## src/rtl/ram_port_arbiter_if.sv

```systemverilog
// ram_port_arbiter_if
// Bundles the two requester ports (m0 = core data side, m1 = loader/DMA)
// and the single RAM data port that the arbiter shares between them.
// The "slave" modport is the arbiter's view. The "master" modport is the
// surrounding system's view: both requesters plus the RAM, which returns
// ram_rdata one cycle after it sees an address.

interface ram_port_arbiter_if #(
    parameter int AW = 14
);
    // Requester m0 (core data side)
    logic          m0_req;
    logic [AW-1:0] m0_addr;
    logic [3:0]    m0_wstrb;
    logic [31:0]   m0_wdata;
    logic          m0_gnt;
    logic          m0_rvalid;
    logic [31:0]   m0_rdata;

    // Requester m1 (loader / DMA)
    logic          m1_req;
    logic [AW-1:0] m1_addr;
    logic [3:0]    m1_wstrb;
    logic [31:0]   m1_wdata;
    logic          m1_gnt;
    logic          m1_rvalid;
    logic [31:0]   m1_rdata;

    // Shared RAM data port
    logic [AW-1:0] ram_addr;
    logic [3:0]    ram_wstrb;
    logic [31:0]   ram_wdata;
    logic [31:0]   ram_rdata;

    modport slave (
        input  m0_req, m0_addr, m0_wstrb, m0_wdata,
        output m0_gnt, m0_rvalid, m0_rdata,
        input  m1_req, m1_addr, m1_wstrb, m1_wdata,
        output m1_gnt, m1_rvalid, m1_rdata,
        output ram_addr, ram_wstrb, ram_wdata,
        input  ram_rdata
    );

    modport master (
        output m0_req, m0_addr, m0_wstrb, m0_wdata,
        input  m0_gnt, m0_rvalid, m0_rdata,
        output m1_req, m1_addr, m1_wstrb, m1_wdata,
        input  m1_gnt, m1_rvalid, m1_rdata,
        input  ram_addr, ram_wstrb, ram_wdata,
        output ram_rdata
    );

endinterface : ram_port_arbiter_if

```

## src/rtl/ram_port_arbiter.sv

```systemverilog
// ram_port_arbiter
// Shares one single-port RAM data port between the core (m0) and a
// loader/DMA engine (m1). m0 normally wins; a starvation counter forces
// a grant to m1 once m0 has been granted STARVE_MAX times in a row while
// m1 was waiting. Grants are combinational so an access is issued to the
// RAM in the same cycle it is accepted. Read data comes back one cycle
// later and is steered by a registered owner tag; writes never produce
// an rvalid.

module ram_port_arbiter #(
    parameter int AW         = 14,
    parameter int STARVE_MAX = 4
) (
    input  logic                 clk,
    input  logic                 resetb,
    ram_port_arbiter_if.slave    bus
);

    // A counter that must reach STARVE_MAX needs ceil(log2(STARVE_MAX+1))
    // bits; keep at least one bit so STARVE_MAX = 0 still elaborates.
    localparam int SW = (STARVE_MAX < 1) ? 1 : $clog2(STARVE_MAX + 1);
    localparam logic [SW-1:0] SCNT_LIMIT = SW'(STARVE_MAX);

    // Who issued the read whose data the RAM returns this cycle.
    typedef enum logic [1:0] {
        OWN_NONE = 2'd0,
        OWN_M0   = 2'd1,
        OWN_M1   = 2'd2
    } rd_owner_t;

    rd_owner_t     rd_owner;
    rd_owner_t     rd_owner_nxt;
    logic [SW-1:0] scnt;
    logic [SW-1:0] scnt_nxt;

    logic          starved;
    logic          gnt0;
    logic          gnt1;
    logic          m0_is_read;
    logic          m1_is_read;

    logic [AW-1:0] sel_addr;
    logic [3:0]    sel_wstrb;
    logic [31:0]   sel_wdata;

    // A zero strobe mask marks an access as a read.
    assign m0_is_read = (bus.m0_wstrb == 4'b0000);
    assign m1_is_read = (bus.m1_wstrb == 4'b0000);

    // Arbitration: m1 wins when m0 is idle or m1 has waited out its quota;
    // nothing is granted while reset is held.
    always_comb begin
        starved = (scnt == SCNT_LIMIT);
        gnt0    = 1'b0;
        gnt1    = 1'b0;
        if (resetb) begin
            if (bus.m1_req && (!bus.m0_req || starved)) begin
                gnt1 = 1'b1;
            end else if (bus.m0_req) begin
                gnt0 = 1'b1;
            end
        end
    end

    // Next-state: starvation count and owner of the read now in the RAM.
    always_comb begin
        scnt_nxt     = scnt;
        rd_owner_nxt = OWN_NONE;

        // The count only means something while m1 is actually waiting.
        if (gnt1 || !bus.m1_req) begin
            scnt_nxt = '0;
        end else if (gnt0) begin
            scnt_nxt = scnt + 1'b1;
        end

        // Only granted reads get a return slot; writes leave owner empty.
        if (gnt0 && m0_is_read) begin
            rd_owner_nxt = OWN_M0;
        end else if (gnt1 && m1_is_read) begin
            rd_owner_nxt = OWN_M1;
        end
    end

    // State register; reset also drops any read still in flight.
    always_ff @(posedge clk or negedge resetb) begin
        if (!resetb) begin
            scnt     <= '0;
            rd_owner <= OWN_NONE;
        end else begin
            scnt     <= scnt_nxt;
            rd_owner <= rd_owner_nxt;
        end
    end

    // RAM port mux: the granted master passes through untouched; when idle
    // the address/data still follow m0 but the strobes are held at zero.
    always_comb begin
        sel_addr  = bus.m0_addr;
        sel_wdata = bus.m0_wdata;
        sel_wstrb = 4'b0000;
        if (gnt1) begin
            sel_addr  = bus.m1_addr;
            sel_wdata = bus.m1_wdata;
            sel_wstrb = bus.m1_wstrb;
        end else if (gnt0) begin
            sel_wstrb = bus.m0_wstrb;
        end
    end

    assign bus.ram_addr  = sel_addr;
    assign bus.ram_wstrb = sel_wstrb;
    assign bus.ram_wdata = sel_wdata;

    assign bus.m0_gnt    = gnt0;
    assign bus.m1_gnt    = gnt1;

    // Read data is broadcast to both masters; rvalid says whose it is.
    assign bus.m0_rdata  = bus.ram_rdata;
    assign bus.m1_rdata  = bus.ram_rdata;
    assign bus.m0_rvalid = (rd_owner == OWN_M0);
    assign bus.m1_rvalid = (rd_owner == OWN_M1);

    // Grants are mutually exclusive by construction.
    always_comb begin
        assert (!(gnt0 && gnt1));
    end

    // The counter never runs past the point where m1 is forced through.
    always_ff @(posedge clk) begin
        if (resetb) begin
            assert (scnt <= SCNT_LIMIT);
        end
    end

endmodule : ram_port_arbiter

```

## src/flat_wrapper.sv

```systemverilog
// flat-port wrapper written by rule: the top's interface ports become plain ports
module ram_port_arbiter_flat 
#(
    parameter int AW         = 14,
    parameter int STARVE_MAX = 4
)
  (clk, resetb, bus_m0_req, bus_m0_addr, bus_m0_wstrb, bus_m0_wdata, bus_m0_gnt, bus_m0_rvalid, bus_m0_rdata, bus_m1_req, bus_m1_addr, bus_m1_wstrb, bus_m1_wdata, bus_m1_gnt, bus_m1_rvalid, bus_m1_rdata, bus_ram_addr, bus_ram_wstrb, bus_ram_wdata, bus_ram_rdata);
  ram_port_arbiter_if #(.AW(AW)) bus_i ();
  input  logic clk;
  input  logic resetb;
  input wire logic [$bits(bus_i.m0_req)-1:0] bus_m0_req;
  input wire logic [$bits(bus_i.m0_addr)-1:0] bus_m0_addr;
  input wire logic [$bits(bus_i.m0_wstrb)-1:0] bus_m0_wstrb;
  input wire logic [$bits(bus_i.m0_wdata)-1:0] bus_m0_wdata;
  output wire logic [$bits(bus_i.m0_gnt)-1:0] bus_m0_gnt;
  output wire logic [$bits(bus_i.m0_rvalid)-1:0] bus_m0_rvalid;
  output wire logic [$bits(bus_i.m0_rdata)-1:0] bus_m0_rdata;
  input wire logic [$bits(bus_i.m1_req)-1:0] bus_m1_req;
  input wire logic [$bits(bus_i.m1_addr)-1:0] bus_m1_addr;
  input wire logic [$bits(bus_i.m1_wstrb)-1:0] bus_m1_wstrb;
  input wire logic [$bits(bus_i.m1_wdata)-1:0] bus_m1_wdata;
  output wire logic [$bits(bus_i.m1_gnt)-1:0] bus_m1_gnt;
  output wire logic [$bits(bus_i.m1_rvalid)-1:0] bus_m1_rvalid;
  output wire logic [$bits(bus_i.m1_rdata)-1:0] bus_m1_rdata;
  output wire logic [$bits(bus_i.ram_addr)-1:0] bus_ram_addr;
  output wire logic [$bits(bus_i.ram_wstrb)-1:0] bus_ram_wstrb;
  output wire logic [$bits(bus_i.ram_wdata)-1:0] bus_ram_wdata;
  input wire logic [$bits(bus_i.ram_rdata)-1:0] bus_ram_rdata;
  assign bus_i.m0_req = bus_m0_req;
  assign bus_i.m0_addr = bus_m0_addr;
  assign bus_i.m0_wstrb = bus_m0_wstrb;
  assign bus_i.m0_wdata = bus_m0_wdata;
  assign bus_m0_gnt = bus_i.m0_gnt;
  assign bus_m0_rvalid = bus_i.m0_rvalid;
  assign bus_m0_rdata = bus_i.m0_rdata;
  assign bus_i.m1_req = bus_m1_req;
  assign bus_i.m1_addr = bus_m1_addr;
  assign bus_i.m1_wstrb = bus_m1_wstrb;
  assign bus_i.m1_wdata = bus_m1_wdata;
  assign bus_m1_gnt = bus_i.m1_gnt;
  assign bus_m1_rvalid = bus_i.m1_rvalid;
  assign bus_m1_rdata = bus_i.m1_rdata;
  assign bus_ram_addr = bus_i.ram_addr;
  assign bus_ram_wstrb = bus_i.ram_wstrb;
  assign bus_ram_wdata = bus_i.ram_wdata;
  assign bus_i.ram_rdata = bus_ram_rdata;
  ram_port_arbiter #(.AW(AW), .STARVE_MAX(STARVE_MAX)) u_core (.clk(clk), .resetb(resetb), .bus(bus_i));
endmodule
```

## config.mk

```make
export PLATFORM = sky130hd
export DESIGN_NAME = ram_port_arbiter_flat
export DESIGN_NICKNAME = d
export VERILOG_FILES = /design/src/rtl/ram_port_arbiter_if.sv /design/src/rtl/ram_port_arbiter.sv /design/src/flat_wrapper.sv
export SDC_FILE = /design/constraint.sdc
export NUM_CORES = 1
export LEC_CHECK = 0
export BUFFER_PORTS_ARGS = -buffer_cell sky130_fd_sc_hd__buf_4
export CAP_MARGIN = 30
export CORE_AREA = 2 2 97 99
export DETAILED_ROUTE_END_ITERATION = 8
export DIE_AREA = 0 0 99 101
export MAX_ROUTING_LAYER = met4
export PLACE_DENSITY = 0.55
export REMOVE_ABC_BUFFERS = 1
export SETUP_SLACK_MARGIN = 0.3
export SLEW_MARGIN = 20
export SYNTH_ARGS = -nofsm -noshare
export SYNTH_HDL_FRONTEND = slang
export SYNTH_SLANG_ARGS = --single-unit
```

## constraint.sdc

```tcl
create_clock -name clk -period 1.84 [get_ports clk]
set_clock_uncertainty 0.05 [all_clocks]
set_input_delay 0.46 -clock clk [delete_from_list [all_inputs] [get_ports clk]]
set_output_delay 0.46 -clock clk [all_outputs]
set_load 0.005 [all_outputs]
```

* After elaboration in Yosys (flattened, before gate mapping) *
Cells that the tools add are included.

word-level totals
  flip-flop bits (word level) = 5
  latch bits = 0
  RAM bits = 0
  ROM bits = 0
  output and inout port bits = 118
  logic and storage cells = 29
  memories kept = 0

operators by class
  add/sub/neg operators = 1
  multipliers = 0
  divide/modulo/power cells = 0
  order comparisons = 0
  eq/ne operators = 3
  shift operators = 0
  multiplexer cells = 13
  bitwise operators = 0
  reduce and logical (&&, ||, !) cells = 10

operators with widths
  cell                                            count
  2-to-1 mux 32 bit                               1
  2-to-1 mux 14 bit                               1
  logical NOT 4 bit                               2
  2-to-1 mux 4 bit                                2
  2-to-1 mux 3 bit                                2
  2-to-1 mux 1 bit                                5
  2-to-1 mux 2 bit                                2
  adder 3 x 1 -> 3 bit (second input constant)    1
  == test 3 bit (second input constant)           1
  logical AND 1 bit                               3
  == test 2 x 1 -> 1 bit (second input constant)  1
  == test 2 bit (second input constant)           1
  logical NOT 1 bit                               2
  logical OR 1 bit                                2
  nonzero test 2 bit                              1

* Longest topological paths before layout *
  depth after elaboration = 8
  gate-level depth with buffers = 6
  depth with buffers taken out = 5

* Worst setup path after synthesis *
OpenSTA, ideal clock, no wires.

  path kind = register to output
  from = register u_core.scnt[0]
  to = output port bus_ram_addr[0]
  arrival time = 1.526 ns
  data required time = 1.330 ns
  setup slack = -0.196 ns
  stages on the path, launching flop included = 7
  buffers on the path = 1
  cell sequence = dfrtp_1 > inv_1 > ha_1 > nand2_1 > a21oi_4 > clkbuf_8 > mux2_2

on the way
  word-level cells in the longest chain between the ends = 6

RTL lines
  what                    RTL line                 source
  start, declared         ram_port_arbiter.sv:33   logic [SW-1:0] scnt;
  start signal, assigned  ram_port_arbiter.sv:91   scnt <= scnt_nxt;
  == test 3 bit           ram_port_arbiter.sv:53   starved = (scnt == SCNT_LIMIT);
  logical OR 1 bit        ram_port_arbiter.sv:57   if (bus.m1_req && (!bus.m0_req || starved)) begin
  logical AND 1 bit       ram_port_arbiter.sv:57
  2-to-1 mux 1 bit        ram_port_arbiter.sv:57
  2-to-1 mux 1 bit        ram_port_arbiter.sv:56   if (resetb) begin
  2-to-1 mux 14 bit       ram_port_arbiter.sv:102  if (gnt1) begin
  end, declared           flat_wrapper.sv:25       output wire logic [$bits(bus_i.ram_addr)-1:0] bus_ram_addr;

No other way between the ends.

* Worst setup path in the final report *
  from = register u_core.scnt[0]
  to = output port bus_ram_addr[12]

The elaborated chain is that of the path after synthesis.

==> impl_metrics.ini <==
[status]
status = finished with violations
failed_checks = negative setup slack

[finish]
nFillCells = 922
diodes = 0
syn2layout_area_growth_pct = 109.6
design_area_um2 = 2917
nets = 407
utilization_pct = 32.49
drive_gt1_share_pct = 88.81
finalNonFillerCells = 379

[timing]
setup-tns-final_ns = -28.70
final.period_utilization_pct = 132.4
rsz0062_at_grt = yes
worst_pin_slew_ns = 0.2749
hold-worst-slack_ns = 0.09726
timing.fmax_mhz = 410.4
drv_slew = 0
fin_ws_ns = -0.5965
setup_viol = 52
min_period_ns = 2.437
slew_headroom_pct = 81.51
final-hold-violation-count = 0

[global_routing]
grtUsageMet3_pct = 17.34
use_met1_pct = 16.27
grt_pass1_wl_um = 11350
grt_max_degree = 15
grt_pass1_vias = 1664
antenna_found_initial = 0
grtUsageMet2_pct = 22.14
grt-busiest-layer = met2
grtUsageTotal_pct = 16.02
overflow = 0

[pwr]
p_leak_nw = 1.486
p_per_area_nw_per_um2 = 321.3
ir_drop_mv = 0.1787
p_comb_share_pct = 65.9
seqPwrFrac_pct = 12.1
p_int_mw = 0.6984
power.share.switching_pct = 25.47
p_sw_mw = 0.2387
clockPowerShare_pct = 21.9
power_mw = 0.9371

[route]
drc = 0
wire_per_inst_um = 22.12
detail-route-antenna-nets = 0
via_per_inst = 4.116
dr.pass1.iters = 4
wl_um = 8382
num_vias = 1560
initialDrtViolationCount = 20

[yosys]
netlist_area_um2 = 1391
synth_top_family_by_area = buffers and inverters
synth_ff_type = dfrtp_1
netlist_top_cells_area = buf_4, mux2_2, dfrtp_1
synth-adder-area-share_pct = 1.799
syn_area_per_cell_um2 = 9.276
synthMuxAreaShare_pct = 37.23
netlist_instances = 150
ys_seq_area_share_pct = 8.993
yosys.area.top_type = buf_4
synth_top_area_share_pct = 35.07
synth-simple-area-share_pct = 6.205
synth.most_common_cell = buf_4
synth_seq_cells = 5
ys_types = 22
synth-async-reset-ratio_pct = 100.0
synth_edf_count = 0
synthTopCellsByCount = buf_4, mux2_2, dfrtp_1
synth_compound_area_share_pct = 6.115
synth_xor_xnor_area_share_pct = 0
yosysWarnings = 0

[setup_path]
cp-end-kind = output port
reg2reg_from = u_core.scnt[0]$_DFFE_PN0P_
crit_type = flip-flop to output port
r2r_slack_ns = 0.20
cp_max_fo = 5
cp-start-kind = flip-flop
required_ns = 1.33
cp-startpoint = u_core.scnt[0]$_DFFE_PN0P_
crit_arrival_ns = 1.93

[floorplan]
io-pin-count = 254
die_h_um = 101
row_count = 35
core_area_um2 = 8977
dieWidth_um = 99
die-area_um2 = 9999
initial_utilization_pct = 15.50

[clocking]
insertion_delay_ns = 0.22
cts_root_buf = clkbuf_8
cts_tree = done
path_clk_slew_ns = 0.04
cts_buffers = 3
cts_hold_buffers = 0
clock_path_buffers = 2
cts_sinks = 5
h-tree-depth = 1

[placement]
dp_hpwl_um = 6543
place_area_um2 = 2261
pre_cts_ws_ns = -0.3913
dp_cells = 358
place.gp.congestion = 0.9055
portBuffers = 157

[flow_run]
max-cap-violations = 0

[worst_hold_path]
hold_class = input port to asynchronous set/reset pin
cell usage in the layout, fill, tap and decap left out, drive strengths merged, types with 3 or more instances in the layout:
cell    netlist  final
mux2         46     46
dfrtp         5      5
buf          66    183
clkbuf        3      3
nand2         4      4
a22o          4      4
inv           3      3
critical path: stages (launching register included):
cell and delay, ns:
dfrtp_1 0.38, inv_2 0.08, ha_4 0.15, nand2_4 0.05
a21oi_4 0.17, buf_6 0.12, buf_12 0.10, buf_16 0.10
buf_8 0.12, mux2_4 0.31, buf_6 0.12
registers in the layout, indices dropped and copies added, names as in the netlist:
name             count
u_core.scnt          3
u_core.rd_owner      2
repair_timing:
item                                    4_1_cts  5_1_grt
cloned                                        3        0
setup buffers                                11        3
resized for setup                           101        7
pin swaps                                     3        2
endpoints found under the setup margin       52       53
layer usage:
metal | up-vias | routed length [um]
met4 | 0 | 10
met5 | - | 0
met2 | 150 | 3561
met1 | 714 | 2861
li1 | 692 | -
met3 | 4 | 1948
final cells by class:
| class | instances | area, um2 | area share, % |
|---|---|---|---|
| clock inverter | 1 | 5.005 | 0.1716 |
| tap | 111 | 138.9 | 4.762 |
| multi-input combinational | 73 | 903.4 | 30.97 |
| timing repair buffer | 183 | 1692 | 58.00 |
| clock buffer | 3 | 41.29 | 1.416 |
| sequential | 5 | 125.1 | 4.290 |
| inverter | 3 | 11.26 | 0.3861 |
power by group through the flow:
stage               clock network (mW)  registers (mW)  logic [mW]
finish                           0.205           0.114       0.618
detailed placement                   0           0.115       0.452
CTS                              0.212           0.114       0.608
floorplan                            0           0.115       0.121
global route                     0.225           0.114       0.657
global placement                     0           0.115       0.449
logic make-up after synthesis:
| kind of cell | Yosys count |
|---|---|
| and+or+nand+nor | 15 |
| DFF | 5 |
| buffers and inverters | 72 |
| adders and majority gates | 2 |
| muxes | 46 |
| AOI/OAI and AO/OA | 10 |
worst paths after layout:
kind / to / cells after the start
worst min register to register: u_core.scnt[2]$_DFFE_PN0P_ / 2
worst max register to register: u_core.rd_owner[1]$_DFF_PN0_ / 10
max in group asynchronous: u_core.scnt[2]$_DFFE_PN0P_ / 2
worst min-delay path: u_core.scnt[0]$_DFFE_PN0P_ / 2
min in group clk: u_core.rd_owner[1]$_DFF_PN0_ / 3
worst max-delay path: bus_ram_addr[12] / 10
Power figures use the tool's default switching activity.
